$ cat src/rtl/jtag_debug_sys_instr_capture_ctrl_if.sv
// Avalon-MM slave bus between the JTAG-to-Avalon master and the capture block.
// master drives address/strobes/writedata; slave returns registered readdata.
interface jtag_debug_sys_instr_capture_ctrl_if;
  logic [1:0]  address;
  logic        chipselect;
  logic        read;
  logic        write_n;
  logic [31:0] writedata;
  logic [31:0] readdata;

  modport master (
    output address, chipselect, read, write_n, writedata,
    input  readdata
  );

  modport slave (
    input  address, chipselect, read, write_n, writedata,
    output readdata
  );
endinterface

$ cat src/rtl/jtag_debug_sys_instr_capture_ctrl.sv
// Captures core instruction words into a FIFO read by the JTAG host over Avalon-MM.
// Ports: clk, reset_n, bus (Avalon slave), instr_in/instr_valid (core tap), core_stall.
module jtag_debug_sys_instr_capture_ctrl #(
  parameter int IW    = 11,
  parameter int DEPTH = 8
) (
  input  logic                                   clk,
  input  logic                                   reset_n,
  jtag_debug_sys_instr_capture_ctrl_if.slave     bus,
  input  logic [IW-1:0]                          instr_in,
  input  logic                                   instr_valid,
  output logic                                   core_stall
);
  localparam int AW = $clog2(DEPTH);
  localparam int CW = AW + 1;

  typedef enum logic {RUN, HOLD} state_t;

  state_t        state;
  state_t        state_nx;
  logic [IW-1:0] mem [DEPTH];
  logic [AW-1:0] wr_ptr;
  logic [AW-1:0] rd_ptr;
  logic [CW-1:0] count;
  logic          enable;
  logic          step_mode;
  logic          overflow;

  logic          rd;
  logic          wr;
  logic          wr_ctrl;
  logic          step_wr;
  logic          clr;
  logic          cap;
  logic          push;
  logic          pop;
  logic          empty;
  logic          full;
  logic [31:0]   status;
  logic [31:0]   rdata_nx;
  logic          unused_wd;

  assign rd      = bus.chipselect & bus.read;
  assign wr      = bus.chipselect & ~bus.write_n;
  assign wr_ctrl = wr & (bus.address == 2'd2);
  assign step_wr = wr & (bus.address == 2'd3);
  assign clr     = wr_ctrl & bus.writedata[2];

  assign empty = (count == '0);
  assign full  = (count == CW'(DEPTH));

  assign core_stall = (state == HOLD);
  assign cap = enable & instr_valid & ~core_stall;

  // A clear beats both a pop and a push in the same cycle.
  assign pop  = rd & (bus.address == 2'd0) & ~empty & ~clr;
  // A pop frees a slot, so a push into a full FIFO is legal then.
  assign push = cap & (~full | pop) & ~clr;

  assign status = {20'd0, core_stall, overflow, full, empty, 8'(count)};

  assign unused_wd = ^bus.writedata[31:3];

  always_comb begin
    rdata_nx = '0;
    unique case (bus.address)
      2'd0: if (pop) rdata_nx = 32'h8000_0000 | 32'(mem[rd_ptr]);
      2'd1: rdata_nx = status;
      2'd2: rdata_nx = {30'd0, step_mode, enable};
      2'd3: rdata_nx = '0;
    endcase
  end

  always_comb begin
    state_nx = state;
    unique case (state)
      RUN:  if (cap & step_mode) state_nx = HOLD;
      HOLD: if (step_wr | (wr_ctrl & ~bus.writedata[1])) state_nx = RUN;
    endcase
  end

  always_ff @(posedge clk or negedge reset_n) begin
    if (!reset_n) begin
      state        <= RUN;
      enable       <= 1'b0;
      step_mode    <= 1'b0;
      overflow     <= 1'b0;
      wr_ptr       <= '0;
      rd_ptr       <= '0;
      count        <= '0;
      bus.readdata <= '0;
    end else begin
      state <= state_nx;
      if (rd) bus.readdata <= rdata_nx;
      if (wr_ctrl) begin
        enable    <= bus.writedata[0];
        step_mode <= bus.writedata[1];
      end
      if (clr) begin
        wr_ptr   <= '0;
        rd_ptr   <= '0;
        count    <= '0;
        overflow <= 1'b0;
      end else begin
        if (push) wr_ptr <= wr_ptr + AW'(1);
        if (pop)  rd_ptr <= rd_ptr + AW'(1);
        if (push & ~pop)      count <= count + CW'(1);
        else if (pop & ~push) count <= count - CW'(1);
        if (cap & full & ~pop) overflow <= 1'b1;
      end
    end
  end

  // Storage needs no reset; pointers and count define what is valid.
  always_ff @(posedge clk) begin
    if (push) mem[wr_ptr] <= instr_in;
  end
endmodule

$ cat src/flat_wrapper.sv
// flat-port wrapper written by rule: the top's interface ports become plain ports
module jtag_debug_sys_instr_capture_ctrl_flat 
#(
  parameter int IW    = 11,
  parameter int DEPTH = 8
)
  (clk, reset_n, instr_in, instr_valid, core_stall, bus_address, bus_chipselect, bus_read, bus_write_n, bus_writedata, bus_readdata);
  jtag_debug_sys_instr_capture_ctrl_if bus_i ();
  input  logic clk;
  input  logic reset_n;
  input  logic [IW-1:0] instr_in;
  input  logic instr_valid;
  output logic core_stall;
  input wire logic [$bits(bus_i.address)-1:0] bus_address;
  input wire logic [$bits(bus_i.chipselect)-1:0] bus_chipselect;
  input wire logic [$bits(bus_i.read)-1:0] bus_read;
  input wire logic [$bits(bus_i.write_n)-1:0] bus_write_n;
  input wire logic [$bits(bus_i.writedata)-1:0] bus_writedata;
  output wire logic [$bits(bus_i.readdata)-1:0] bus_readdata;
  assign bus_i.address = bus_address;
  assign bus_i.chipselect = bus_chipselect;
  assign bus_i.read = bus_read;
  assign bus_i.write_n = bus_write_n;
  assign bus_i.writedata = bus_writedata;
  assign bus_readdata = bus_i.readdata;
  jtag_debug_sys_instr_capture_ctrl #(.IW(IW), .DEPTH(DEPTH)) u_core (.clk(clk), .reset_n(reset_n), .bus(bus_i), .instr_in(instr_in), .instr_valid(instr_valid), .core_stall(core_stall));
endmodule
$ cat config.mk
export PLATFORM = sky130hd
export DESIGN_NAME = jtag_debug_sys_instr_capture_ctrl_flat
export DESIGN_NICKNAME = d
export VERILOG_FILES = /design/src/rtl/jtag_debug_sys_instr_capture_ctrl_if.sv /design/src/rtl/jtag_debug_sys_instr_capture_ctrl.sv /design/src/flat_wrapper.sv
export SDC_FILE = /design/constraint.sdc
export NUM_CORES = 1
export LEC_CHECK = 0
export CAP_MARGIN = 20
export CELL_PAD_IN_SITES_DETAIL_PLACEMENT = 1
export CELL_PAD_IN_SITES_GLOBAL_PLACEMENT = 1
export CORE_MARGIN = 2
export CORE_UTILIZATION = 44
export CTS_CLUSTER_SIZE = 10
export DETAILED_ROUTE_END_ITERATION = 16
export GPL_ROUTABILITY_DRIVEN = 0
export PLACE_DENSITY_LB_ADDON = 0.1
export SLEW_MARGIN = 25
export SYNTH_ARGS = -nofsm -noshare
export SYNTH_HDL_FRONTEND = slang
export SYNTH_SLANG_ARGS = --single-unit
$ cat constraint.sdc
create_clock -name clk -period 3.47 [get_ports clk]
set_clock_uncertainty 0.2 [all_clocks]
set_input_delay 0.5205 -clock clk [delete_from_list [all_inputs] [get_ports clk]]
set_output_delay 0.5205 -clock clk [all_outputs]
set_load 0.02 [all_outputs]
==> results.py <==
metrics = {
    "setup_path": {
        "critPathKind": "input pin to register",
        "crit_arrival_ps": 3180,
        "path_max_fanout": 5,
        "critPathCaptureType": "register",
        "required_ps": 3720,
        "start_kind": "input pin",
    },
    "power": {
        "power_density_mw_per_mm2": 737,
        "ir_worst_vdd_mv": 0.320,
        "leakagePower_nw": 2.23,
    },
    "grt": {
        "grt_max_degree": 28,
        "overflow": 0,
        "antenna_found_initial": 0,
        "grt_usage_pct": 19.6,
        "grt_pass1_vias": 2768,
        "grt_pass1_wl_um": 16200,
    },
    "clock_tree": {
        "cts_tree": "built",
        "path_clk_slew_ps": 50,
        "cts_hold_buffers": 0,
        "insertion_delay_ps": 530,
        "max-clock-path-buffers": 2,
        "cts_made_buffers": 17,
        "cts_htree_levels": 4,
        "cts.sinks": 115,
        "cts_post_setup_buffers_inserted": 0,
        "cts_resized": 0,
        "cts.root.buffer_cell": "clkbuf_8",
    },
    "sta": {
        "max_freq_mhz": 341,
        "setup_ws_ps": 540,
        "final_max_slew_viol_count": 0,
        "setup_violations": 0,
        "post-route-period-util_pct": 84.4,
        "rsz0062_at_grt": "false",
        "finalCriticalPeriod_ps": 2930,
        "worst_slew_pin_slew_ps": 713,
        "fin_tns_setup_ps": 0,
        "hold_viol_final": 0,
        "relSlewSlack_pct": 52.5,
        "timing.hold.ws_ps": 186,
    },
    "detailed_routing": {
        "dr.pass1.iters": 4,
        "routed_wl_um": 10600,
        "postRouteAntennaNets": 0,
        "drtIter0Drc": 203,
        "drc": 0,
        "wl_per_cell_um": 21.2,
        "vias": 2673,
        "vias_per_cell": 5.32,
    },
    "synthesis": {
        "avgSynthCellArea_um2": 17.2,
        "yosys_warnings": 0,
        "yosysTopAreaCell": "edfxtp_1",
        "synth_top_area_share_pct": 54.2,
        "ys_seq_area_share_pct": 68.1,
        "yosysUniqueCellTypes": 44,
        "syn_area_mm2": 0.00488,
        "ys_ff_latch": 115,
        "synthTopCellsByArea": "edfxtp_1 54%, dfrtp_1 14%, mux4_1 8.1%",
        "synth_cells": 284,
    },
    "outcome": {
        "outcome": "completed",
    },
    "final_layout": {
        "stdcell_count": 502,
        "layout_commonest_cell": "edfxtp_1",
        "diodes": 0,
        "final_nets": 406,
        "drive_gt1_share_pct": 18.5,
        "most-common-layout-cells": "88 x edfxtp_1, 35 x clkdlybuf4s50_1, 27 x dfrtp_1",
        "postLayoutCoreUtil_pct": 55.3,
        "area_growth_pct": 22.9,
    },
    "place": {
        "port_buffers": 35,
        "dp_hpwl_um": 6400,
        "place_ws_ps": 31.6,
        "dp_cells": 470,
    },
    "floorplan": {
        "dieWidth_um": 109,
        "row_count": 38,
        "core_mm2": 0.0108,
        "initial_utilization_pct": 45.0,
        "fp.dieArea_mm2": 0.0119,
        "die_h_um": 109,
        "ios": 84,
    },
    "worst_hold_path": {
        "worst_hold_path_type": "input pin to async pin",
    },
    "run": {
        "max_cap_violations": 0,
    },
}
==> cells in the mapped netlist (all sizes together) <==
cell and count:
edfxtp 88, nand4b 1, nand3b 1, nand3 2, a22oi 10, xnor2 3
a221oi 3, xor2 2, nor4b 1, nor2b 3, clkbuf 5, nand2b 5
nand2 17, o21ai 2, and2 1, mux2i 2, a211oi 2, nand4bb 1
a31oi 2, and4bb 1, a22o 2, nor4 1, conb 1, nor3 3
nor3b 2, mux2 4, inv 9, buf 24, a222oi 4, dfrtp 27
ha 5, a21oi 8, mux4 22, fa 1, nor2 19
==> report_power, final <==
part	internal (mW)	switching (mW)	total, mW
combinational	0.478	0.457	0.936
clock	1.08	0.585	1.66
sequential	1.64	0.177	1.82
total	3.20	1.22	4.41
==> layer usage <==
layer	vias to the layer above	GRT usage (%)	routed length (µm)
met5	-	0	0
met4	0	7.87	153
met3	12	5.08	561
met2	85	31.2	5150
met1	1367	25.9	4780
li1	1209	-	-
==> state kept, by name, summed over array words and instances, names as in the netlist <==
name and flops:
u_core.overflow 1, u_core.count 4, u_core.step_mode 1, u_core.core_stall 1
u_core.bus.readdata 13, u_core.wr_ptr 3, u_core.mem 88, u_core.rd_ptr 3
u_core.enable 1
==> per-stage QoR <==
step,power [mW],cell area (µm²)
after floorplan,2.48,4940
after global routing,4.62,5990
after CTS,4.47,5990
after global placement,2.75,5430
after detailed placement,2.78,5430
final,4.41,5990
==> kinds of logic (layout without fill, tap and decap cells) <==
family                     Yosys count  in the layout  share of synthesized area (%)
adders and majority gates            6              6                           1.69
AOI/OAI and AO/OA                   33             33                           4.98
xor gates and xnor gates             5              5                          0.898
other                                1             19                         0.0769
DFF                                115            115                           68.1
muxes                               28             28                           12.7
buffers and inverters               38             98                           5.13
and+or+nand+nor                     58             58                           6.52
==> critical path: stages <==
cell             delay, ps
clkdlybuf4s50_1        480
nand4bb_1              350
buf_4                  220
nor2_1                 160
inv_1                  120
ha_1                   240
inv_1                   80
ha_1                   270
a21oi_1                230
a211oi_1               120
a31oi_1                180
mux2i_1                200
==> worst paths after layout <==
path | depth (start not counted) | end | startpoint | slack [ps]
setup / recovery | 12 | u_core.count[3]$_DFFE_PN0P_ | bus_address[0] | 540
hold / removal | 2 | u_core.enable$_DFFE_PN0N_ | reset_n | 190
setup reg to reg | 10 | u_core.count[3]$_DFFE_PN0P_ | u_core.count[1]$_DFFE_PN0P_ | 610
hold reg to reg | 2 | u_core.bus.readdata[31]$_DFFE_PN0P_ | u_core.bus.readdata[31]$_DFFE_PN0P_ | 270
max in group asynchronous | 2 | u_core.rd_ptr[1]$_DFFE_PN0P_ | reset_n | 2600
min in group clk | 2 | u_core.bus.readdata[31]$_DFFE_PN0P_ | u_core.bus.readdata[31]$_DFFE_PN0P_ | 270
==> layout make-up <==
type                    count  area [µm²]
repair buffers             57         515
fillers                  1032        4850
inverters                   9        33.8
well taps                 140         175
clock buffers              19         422
multi-input cells         149        1390
clock inverters            13         141
flip-flops and latches    115        3320
Note: power is estimated with default switching activity, not from simulation.
==> patch, RTL diff (config.mk and constraints unchanged) <==
`IW` is set to 11 in 2 places; all go to 10.
--- a/src/rtl/jtag_debug_sys_instr_capture_ctrl.sv
+++ b/src/rtl/jtag_debug_sys_instr_capture_ctrl.sv
@@ -3,3 +3,3 @@
 module jtag_debug_sys_instr_capture_ctrl #(
-  parameter int IW    = 11,
+  parameter int IW    = 10,
   parameter int DEPTH = 8
--- a/src/flat_wrapper.sv
+++ b/src/flat_wrapper.sv
@@ -3,3 +3,3 @@
 #(
-  parameter int IW    = 11,
+  parameter int IW    = 10,
   parameter int DEPTH = 8
Ports: changed (resized instr_in); port bits go from 84 to 83. No check against the original RTL was run, so the function may have changed too.
==> patch against the unedited design <==
Setup slack got worse by 0.079 ns; sequential cell count shrank 8; die area down 6.4%; core utilization fell by 3.2 points; worst hold slack improved by 0.10 ns; cell area shrank 11%; routed wire length fell by 12%; clock power decreased by 55%; total power down 25%; area after synthesis down 6.7%; critical path type unchanged; largest power group unchanged.
==> patch: results <==
export IMPL_pleak_nw=1.965
export IMPL_initialDrtViolationCount=141
export IMPL_r2r_setup_slack_ns=0.74
export IMPL_detail_route_first_pass_iterations=7
export IMPL_finalNetCount=386
export IMPL_ys_flop_type="sky130_fd_sc_hd__edfxtp_1"
export IMPL_leading_cell_types_by_count_after_synthesis="sky130_fd_sc_hd__edfxtp_1 (80), sky130_fd_sc_hd__dfrtp_1 (27), sky130_fd_sc_hd__buf_4 (19), sky130_fd_sc_hd__nor2_1 (19), sky130_fd_sc_hd__nand2_1 (16)"
export IMPL_synth_enable_flop_cells=80
export IMPL_place_port_buffers=34
export IMPL_dp_hpwl_mm=6.129
export IMPL_internal_power_w=0.002257
export IMPL_slowest_stage_cell_on_the_critical_path="sky130_fd_sc_hd__clkdlybuf4s50_1"
export IMPL_holdPathStages=2
export IMPL_crit_path_max_incr_delay_ns=0.48
export IMPL_clockRootBuffer="sky130_fd_sc_hd__clkbuf_8"
export IMPL_cap_viol_max_count=0
export IMPL_synth_cell_types=43
export IMPL_maxSlewHeadroom_pct=40.69
export IMPL_worst_ir_drop_on_vdd_uv=286.8
export IMPL_dp_slack_ns=0.04748
export IMPL_wire_length_of_the_first_global_routing_pass_mm=14.72
export IMPL_tritoncts_num_buffers=9
export IMPL_timing_critical_path_fanout_max=5
export IMPL_worst_path_dominant_cell_family="compound AO/OA/AOI/OAI gates"
export IMPL_timing_hold_worst_endpoint="u_core.bus.readdata[31]"
export IMPL_route_detailed_wl_per_inst_um=19.88
export IMPL_grt_antenna_before_repair=0
export IMPL_layout_top_registers="u_core.mem x80, u_core.bus.readdata x13, u_core.count x4"
export IMPL_postCtsResizedCells=0
export IMPL_timing_critical_path_arrival_ns=3.12
export IMPL_crit_path_end="u_core.count[3]"
export IMPL_synth_seq_area_share_pct=67.64
export IMPL_routed_via_density=5.261
export IMPL_status="complete, no violations"
export IMPL_whs_ns=0.2889
export IMPL_final_layout_size_suffix_gt1_share_pct=16.72
export IMPL_antenna_cells_inserted=0
export IMPL_htree_levels=3
export IMPL_timing_fmax_ghz=0.3323
export IMPL_clkTransAtPathRegs_ns=0.12
export IMPL_clk_insertion_delay_late_ns=0.38
export IMPL_p_comb_share_pct=26.4
export IMPL_synthTopCellsByArea="sky130_fd_sc_hd__edfxtp_1 (53%), sky130_fd_sc_hd__dfrtp_1 (15%), sky130_fd_sc_hd__mux4_1 (8.7%), sky130_fd_sc_hd__buf_4 (3.1%), sky130_fd_sc_hd__mux4_2 (2.5%)"
export IMPL_synth_async_reset_ratio_pct=25.23
export IMPL_critical_path_startpoint="bus_address[0]"
export IMPL_yosysWarnings=0
export IMPL_clk_path_buf_depth=2
export IMPL_postCtsSetupRepairBufs=0
export IMPL_ff2ff_path_depth=11
export IMPL_worstHoldPathType="flip-flop to flip-flop"
export IMPL_pin_count_of_the_biggest_net_entering_global_routing=28
export IMPL_pwr_group_clock_w=0.000739
export IMPL_r2r_start="u_core.count[1]"
export IMPL_grt_usage_pct=18.07
export IMPL_min_delay_start="u_core.bus.readdata[31]"
-- patch: layer usage --
layer	wire length [um]	vias to the layer above	global-route usage [%]	share of wire (%)
li1	-	1136	-	-
met1	4225	1285	24.03	45
met2	4683	50	29.17	50
met3	341	7	3.896	3.6
met4	113	0	7.143	1.2
met5	0	-	0	0
-- patch: metrics by stage --
stage                     std cells  total power [W]  cell area, um2
after floorplan                 289         0.002294            4618
after global placement          455         0.002582            5114
after detailed placement        455         0.002602            5114
after CTS                       471         0.003356            5306
after global routing            471         0.003482            5306
final                           471         0.003300            5306
-- patch: logic make-up after synthesis --
logic type | synth area share (%)
flops | 67.64
simple gates | 6.709
buf+inv | 5.031
compound gates | 5.197
mux | 12.57
fa+ha+maj | 1.815
xor+xnor | 0.9625
other cells | 0.08241
-- patch: layout make-up --
class                   instances  area, um2
fillers                       991       4878
flip-flops and latches        107       3078
multi-input cells             145       1311
repair buffers                 58      520.5
well taps                     136      170.2
clock buffers                   9      123.9
clock inverters                 7      68.82
inverters                       9      33.78
